File: src/rtl/fifo_pkg.sv
// Shared types and helpers for the flagged synchronous FIFO: pointer increment,
// occupancy-to-flag decode and read-mode constants.
package fifo_pkg;

  localparam int unsigned FIFO_STD  = 0;
  localparam int unsigned FIFO_FWFT = 1;

  typedef struct packed {
    logic full;
    logic empty;
    logic almost_full;
    logic almost_empty;
  } fifo_flags_t;

  // Increment a pointer of abits+1 bits; the extra MSB acts as the wrap bit.
  function automatic logic [31:0] ptr_inc(input logic [31:0] ptr, input int unsigned abits);
    logic [31:0] mask;
    mask = (32'd1 << (abits + 1)) - 32'd1;
    return (ptr + 32'd1) & mask;
  endfunction

  function automatic fifo_flags_t decode_flags(input int unsigned cnt,
                                               input int unsigned depth,
                                               input int unsigned af_level,
                                               input int unsigned ae_level);
    fifo_flags_t f;
    f.full         = (cnt == depth);
    f.empty        = (cnt == 0);
    f.almost_full  = (cnt >= af_level);
    f.almost_empty = (cnt <= ae_level);
    return f;
  endfunction

endpackage

File: src/rtl/fifo_mem.sv
// Storage array for the FIFO: synchronous write, asynchronous read, no reset.
module fifo_mem #(
  parameter int unsigned DSIZE = 8,
  parameter int unsigned ASIZE = 16,
  parameter int unsigned ABITS = $clog2(ASIZE)
) (
  input  logic             clk_i,
  input  logic             we_i,
  input  logic [ABITS-1:0] waddr_i,
  input  logic [DSIZE-1:0] wdata_i,
  input  logic [ABITS-1:0] raddr_i,
  output logic [DSIZE-1:0] rdata_o
);

  logic [DSIZE-1:0] mem_q [ASIZE];

  always_ff @(posedge clk_i) begin
    if (we_i) begin
      mem_q[waddr_i] <= wdata_i;
    end
  end

  assign rdata_o = mem_q[raddr_i];

endmodule

File: src/rtl/synchronous_fifo_flags.sv
// Single-clock FIFO with occupancy count, programmable almost flags, flush and
// overflow/underflow pulses; read port is registered or first-word-fall-through.
module synchronous_fifo_flags
  import fifo_pkg::*;
#(
  parameter int unsigned ASIZE    = 16,
  parameter int unsigned DSIZE    = 8,
  parameter int unsigned ABITS    = $clog2(ASIZE),
  parameter int unsigned FWFT     = FIFO_STD,
  parameter int unsigned AF_LEVEL = ASIZE - 2,
  parameter int unsigned AE_LEVEL = 2
) (
  input  logic             clk,
  input  logic             rstn,
  input  logic             clear,
  input  logic             wr_en,
  input  logic [DSIZE-1:0] din,
  input  logic             rd_en,
  output logic [DSIZE-1:0] dout,
  output logic             full,
  output logic             empty,
  output logic             almost_full,
  output logic             almost_empty,
  output logic [ABITS:0]   count,
  output logic             overflow,
  output logic             underflow
);

  localparam int unsigned PW = ABITS + 1;

  logic [ABITS:0]   wr_ptr_q, wr_ptr_d;
  logic [ABITS:0]   rd_ptr_q, rd_ptr_d;
  logic [ABITS:0]   count_q, count_d;
  logic             overflow_q, overflow_d;
  logic             underflow_q, underflow_d;
  logic             wr_acc, rd_acc;
  logic             wr_go, rd_go;
  logic [DSIZE-1:0] mem_rdata;
  fifo_flags_t      flags;

  assign flags = decode_flags(32'(count_q), ASIZE, AF_LEVEL, AE_LEVEL);

  // A write at full is still taken when a read frees a slot on the same edge.
  always_comb begin
    rd_acc = rd_en & ~flags.empty;
    wr_acc = wr_en & (~flags.full | rd_acc);
    wr_go  = wr_acc & ~clear;
    rd_go  = rd_acc & ~clear;
  end

  always_comb begin
    wr_ptr_d    = wr_ptr_q;
    rd_ptr_d    = rd_ptr_q;
    count_d     = count_q;
    overflow_d  = 1'b0;
    underflow_d = 1'b0;
    if (clear) begin
      wr_ptr_d = '0;
      rd_ptr_d = '0;
      count_d  = '0;
    end else begin
      if (wr_go) begin
        wr_ptr_d = PW'(ptr_inc(32'(wr_ptr_q), ABITS));
      end
      if (rd_go) begin
        rd_ptr_d = PW'(ptr_inc(32'(rd_ptr_q), ABITS));
      end
      count_d     = count_q + PW'(wr_go) - PW'(rd_go);
      overflow_d  = wr_en & ~wr_acc;
      underflow_d = rd_en & ~rd_acc;
    end
  end

  always_ff @(posedge clk or negedge rstn) begin
    if (!rstn) begin
      wr_ptr_q    <= '0;
      rd_ptr_q    <= '0;
      count_q     <= '0;
      overflow_q  <= 1'b0;
      underflow_q <= 1'b0;
    end else begin
      wr_ptr_q    <= wr_ptr_d;
      rd_ptr_q    <= rd_ptr_d;
      count_q     <= count_d;
      overflow_q  <= overflow_d;
      underflow_q <= underflow_d;
    end
  end

  fifo_mem #(
    .DSIZE (DSIZE),
    .ASIZE (ASIZE),
    .ABITS (ABITS)
  ) u_mem (
    .clk_i   (clk),
    .we_i    (wr_go),
    .waddr_i (wr_ptr_q[ABITS-1:0]),
    .wdata_i (din),
    .raddr_i (rd_ptr_q[ABITS-1:0]),
    .rdata_o (mem_rdata)
  );

  if (FWFT == FIFO_FWFT) begin : g_fwft
    assign dout = flags.empty ? '0 : mem_rdata;
  end else begin : g_std
    logic [DSIZE-1:0] dout_q;

    always_ff @(posedge clk or negedge rstn) begin
      if (!rstn) begin
        dout_q <= '0;
      end else if (clear) begin
        dout_q <= '0;
      end else if (rd_go) begin
        dout_q <= mem_rdata;
      end
    end

    assign dout = dout_q;
  end

  assign full         = flags.full;
  assign empty        = flags.empty;
  assign almost_full  = flags.almost_full;
  assign almost_empty = flags.almost_empty;
  assign count        = count_q;
  assign overflow     = overflow_q;
  assign underflow    = underflow_q;

endmodule

File: config.mk
export PLATFORM = sky130hd
export DESIGN_NAME = synchronous_fifo_flags
export DESIGN_NICKNAME = d
export VERILOG_FILES = /design/src/rtl/fifo_pkg.sv /design/src/rtl/fifo_mem.sv /design/src/rtl/synchronous_fifo_flags.sv
export SDC_FILE = /design/constraint.sdc
export NUM_CORES = 1
export LEC_CHECK = 0
export CORE_MARGIN = 3
export CORE_UTILIZATION = 30
export CTS_CLUSTER_SIZE = 8
export DETAILED_ROUTE_END_ITERATION = 12
export GPL_TIMING_DRIVEN = 1
export PLACE_DENSITY = 0.54
export SETUP_SLACK_MARGIN = 0.4
export SLEW_MARGIN = 25
export SYNTH_ARGS = -nofsm -noshare
export SYNTH_HDL_FRONTEND = slang
export SYNTH_SLANG_ARGS = --single-unit
File: constraint.sdc
create_clock -name clk -period 4.1 [get_ports clk]
set_input_delay 0.82 -clock clk [delete_from_list [all_inputs] [get_ports clk]]
set_output_delay 0.82 -clock clk [all_outputs]
set_load 0.01 [all_outputs]
# After elaboration in Yosys (flattened, before gate mapping)
# Memories as Yosys holds them, arrays and structs flattened.
# Index checks and enable logic that the tools add are counted.
# Widths: inputs -> output; s select.
# word_totals
ram_bits,128
n_memories,1
wordCells,40
in_bits,13
output_inout_bits,19
regBits,25
# memory_table
memory,depth,width,read_ports,rd_ports_with_merged_regs,write_ports,line_no,rtl
u_mem.mem_q,16,8,1,0,1,fifo_mem.sv:15,logic [DSIZE-1:0] mem_q [ASIZE];
# op_classes
bitwise_logic,12
addsub,4
n_eq_ne,1
magnitude_cmp,2
reduce_logical,3
n_mux,11
# ops
cell,n
$mux 5,5
$mux 8,2
$add 5x1->5 const B,2
$and 1x1->1,6
$add 5x1->5,1
$eq 5x5->1 const B,1
$ge 5x4->1 const B,1
$le 5x2->1 const B,1
$logic_not 5->1,1
$not 1->1,5
$sub 5x1->5,1
$mux 1,4
$reduce_bool 2->1,2
$or 1x1->1,1

# Logic depth before layout (Yosys ltp)
# depth
depth_word,9
depth_mapped,15
depth_no_buf,15

# Hierarchy
# Synthesis repeated with hierarchy kept, for this count alone.
# hier_totals
hier_cells,336
hier_area_um2,6264.8
# modules_own_cells
module,seq_area_each_um2,area_per_inst_um2,n_inst,cells_per_inst
fifo_mem,3843.7,4987.3,1,221
synchronous_fifo_flags,575.6,1277.5,1,115

# Least setup slack after synthesis
# Ideal clock, no wire load.
# synth_path
path_kind,input-to-reg
startpoint,input rd_en
endpoint,"register count_q[4], in the netlist count[4]"
path_slack_ns,0.977
cell_stages,13
required_time_ns,3.968
path_buffers,1
arrival_time_ns,2.991
setup_ns,0.132
cell_sequence,clkbuf_1 inv_1 a211oi_1 inv_1 ha_1 inv_1 ha_1 inv_1 fa_1 o21bai_1 a21oi_1 xnor2_1 nor2_1
# synth_between
elab_chain_cells,7
word_cells_on_any_way,8
cone_classes,add/sub: 2; mux: 1; bitwise: 5
# synth_lines
element,line_no,rtl
"start, declared",synchronous_fifo_flags.sv:18,"input logic rd_en,"
$and 1x1->1 (*),synchronous_fifo_flags.sv:45,rd_acc = rd_en & ~flags.empty;
$or 1x1->1,synchronous_fifo_flags.sv:46,wr_acc = wr_en & (~flags.full | rd_acc);
$and 1x1->1,synchronous_fifo_flags.sv:46,
$and 1x1->1,synchronous_fifo_flags.sv:47,wr_go = wr_acc & ~clear;
$add 5x1->5,synchronous_fifo_flags.sv:68,count_d = count_q + PW'(wr_go) - PW'(rd_go);
$sub 5x1->5 (*),synchronous_fifo_flags.sv:68,
$mux 5 (*),synchronous_fifo_flags.sv:57,if (clear) begin
via count_d[4],synchronous_fifo_flags.sv:33,"logic [ABITS:0] count_q, count_d;"
"end signal, assigned",synchronous_fifo_flags.sv:84,count_q <= count_d;
"end, declared",synchronous_fifo_flags.sv:33,
# Mark *: on every way through the listed nets, which the timed path passes. The rest lies on a longest branch.
# A chain may end at the register's enable or synchronous reset.

# Worst setup path in the final report
# layout_path
startpoint,"register count_q[2], in the netlist count[2]"
endpoint,output empty
# layout_between
elab_chain_cells,1
# layout_lines
element,line_no,rtl
$logic_not 5->1,fifo_pkg.sv:28,f.empty = (cnt == 0);
"end, declared",synchronous_fifo_flags.sv:21,"output logic empty,"
# Every way passes these cells.

==> results by group <==
Pwr
  • Worst VDD drop: 263 µV
  • Pwr/cell area: 569 nW/µm²
  • Pleak: 2.59 nW

Synthesis
  • Synth warnings: 0
  • Synth Register Bits: 151
  • Mean post-synth cell area: 18.6 µm²
  • Gate Count Post-Synth: 338
  • Synthesized area: 6290 µm²
  • Unique masters post-synth: 37
  • Syn nets: 368
  • Post-synthesis sequential area ratio: 70.2%

Finish
  • Layout cell share with drive strength beyond 1: 19.8%
  • Commonest non-fill, non-tap cell in the layout: edfxtp_1
  • Nets: 421
  • Final Non-Filler Cells: 674
  • Fillers: 1919
  • Most frequent cells in the layout: edfxtp_1 (128), nor2_1 (31), clkdlybuf4s50_1 (31)
  • ANT cells: 0
  • Area grow syn2layout: 20.8%

Detailed routing
  • Vias per cell: 4.78
  • Initial DRT Pass Iterations: 6
  • Total detailed-routing wirelength: 12.9 mm
  • Drt drc: 0
  • Vias: 3223
  • Wire per inst: 19.2 µm
  • First DRT Iteration DRCs: 231
  • Final ANT Viol Nets: 0

Global route
  • All-layer global routing usage: 12.2%
  • Initial antenna violation count: 0
  • Vias in the first global route: 3338
  • First-pass GRT wire length: 20.0 mm
  • Largest net degree at the start of global routing: 36
  • Overflow after GRT: 0

Floorplan
  • Core footprint: 20400 µm²
  • Die area: 22700 µm²
  • Die span in x: 151 µm
  • Initial Utilization: 30.8%
  • # rows: 52
  • Top Ports: 32
  • DIE HEIGHT: 151 µm

Setup path
  • Startpoint types: flop
  • Worst setup EP type: primary output
  • Critical path arrival: 2.40 ns
  • Crit path kind: flop to primary output
  • CP required: 3.28 ns
  • Worst-path fanout max: 9

Clocking
  • CTS resizes: 0
  • CTS Buf Count: 17
  • Clk sink count: 151
  • TritonCTS clock tree: built
  • Clock slew seen by the registers of the worst setup and hold paths: 0.07 ns
  • Max H-tree Level: 4
  • Root Driver: clkbuf_16
  • Clock Path Buffers: 2
  • Skew-Pair Late Insertion Delay: 0.42 ns
  • Hold buffer count at CTS: 0
  • Post-CTS setup buffers: 0

Timing
  • Finish-stage setup viols: 0
  • Tcrit/Tclk final: 78.6%
  • Final Hold Vio Count: 0
  • Worst-margin pin slew: 0.910 ns
  • Clock skew: 0.0119 ns
  • Fmax: 310 MHz
  • Setup TNS Final: 0 ns
  • Slew Viols, Final: 0
  • Post-route minimum period: 3.22 ns
  • RSZ-0062 raised after global routing: false
  • Rel. slew slack: 39.3%

Placement
  • Gpl congestion: 0.784
  • Post-DP HPWL: 8.27 mm
  • I/O Buffers: 31
  • Number of placed cells counting well taps: 642

Hold path
  • Hold Path Class: flop to flop

Flow run
  • Max-cap violations: 0

Status
  • Status: complete, no violations
-- sequential cells by signal (all words and copies together), names as in the netlist --
signal / cells
u_mem.mem_q: 128
overflow: 1
rd_ptr_q: 4
wr_ptr_q: 4
underflow: 1
count: 5
dout: 8
-- stage by stage --
stage | area (µm²) | worst slack [ns] | hold WS [ns] | power, W | utilization (%)
global placement | 6990 | 0.590 | 0.498 | 0.00275 | 34.2
global route | 7600 | 0.684 | 0.556 | 0.00453 | 37.2
detailed placement | 6990 | 0.505 | 0.517 | 0.00275 | 34.2
finish | 7600 | 0.879 | 0.519 | 0.00433 | 37.2
floorplan | 6290 | 0.977 | 0.524 | 0.00246 | -
CTS | 7600 | 0.853 | 0.533 | 0.00437 | 37.2
-- cells by family (layout without fill, tap and decap cells) --
group | after synthesis | count (layout) | synth area share [%]
muxes | 49 | 49 | 15.0
adders and majority gates | 17 | 17 | 3.50
AOI/OAI and AO/OA | 21 | 21 | 2.55
buffers and inverters | 32 | 98 | 2.78
and+or+nand+nor | 59 | 59 | 4.63
DFF | 151 | 151 | 70.2
xor gates and xnor gates | 9 | 9 | 1.25
-- final timing paths --
check / startpoint / end / slack, ns / cells past startpoint
worst min register to register: dout[5]$_DFFE_PN0P_ / dout[5]$_DFFE_PN0P_ / 0.52 / 1
worst max register to register: count[2]$_DFF_PN0_ / count[4]$_DFF_PN0_ / 0.96 / 16
max in group asynchronous: rstn / rd_ptr_q[1]$_DFFE_PN0P_ / 2.59 / 2
worst min-delay path: dout[5]$_DFFE_PN0P_ / dout[5]$_DFFE_PN0P_ / 0.52 / 1
worst max-delay path: count[2]$_DFF_PN0_ / empty / 0.88 / 5
min in group asynchronous: rstn / rd_ptr_q[3]$_DFFE_PN0P_ / 0.87 / 1
-- synth_stat cells --
cell type / n / share of area, %
edfxtp_1: 128 / 61
nor2_1: 31 / 1.8
dfrtp_1: 23 / 9.1
mux4_2: 20 / 7.2
ha_1: 16 / 3.2
inv_1: 15 / 0.89
mux4_1: 12 / 5.0
mux2i_1: 9 / 1.4
a221o_1: 8 / 1.3
clkbuf_1: 8 / 0.48
mux2_2: 8 / 1.4
nand2_1: 8 / 0.48
a21oi_1: 5 / 0.40
nor3_1: 5 / 0.40
xnor2_1: 5 / 0.70
nand3_1: 4 / 0.32
xor2_1: 4 / 0.56
buf_2: 3 / 0.24
a211oi_1: 2 / 0.24
buf_12: 2 / 0.64
buf_6: 2 / 0.36
nand2b_1: 2 / 0.20
nor2b_1: 2 / 0.20
o21ai_0: 2 / 0.16
o21bai_1: 2 / 0.24
and3_1: 1 / 0.10
buf_1: 1 / 0.060
buf_4: 1 / 0.12
fa_1: 1 / 0.32
nand4b_1: 1 / 0.14
nor2b_4: 1 / 0.22
nor3b_4: 1 / 0.30
nor4_1: 1 / 0.10
o211ai_1: 1 / 0.12
o21a_1: 1 / 0.12
or4b_1: 1 / 0.16
or4bb_1: 1 / 0.18
-- layout make-up --
type	instances	area, µm²	area share [%]
flip-flops and latches	151	4420	58.2
multi-input cells	155	1700	22.3
repair buffers	51	473	6.22
clock buffers	20	437	5.75
well taps	270	338	4.45
clock inverters	12	175	2.31
inverters	15	56.3	0.741
-- routing by layer --
metal  wire length, µm  track usage, %
met2              6320            19.5
met5                 0               0
met3               441            3.68
met4               145            3.35
met1              6040            16.3
-- where the power goes --
part	leakage (nW)	switching [W]	internal (W)
Sequential	1.46	0.0000874	0.00174
Clock	0.294	0.000601	0.00102
Combinational	0.841	0.000404	0.000478
Total	2.59	0.00109	0.00323
-- critical path, stage by stage, from the launching register on --
cell	delay (ns)
dfrtp_1	0.44
inv_1	0.12
ha_1	0.17
or4b_1	0.62
inv_1	0.10
clkdlybuf4s50_1	0.53
Power figures use the tool's default switching activity.
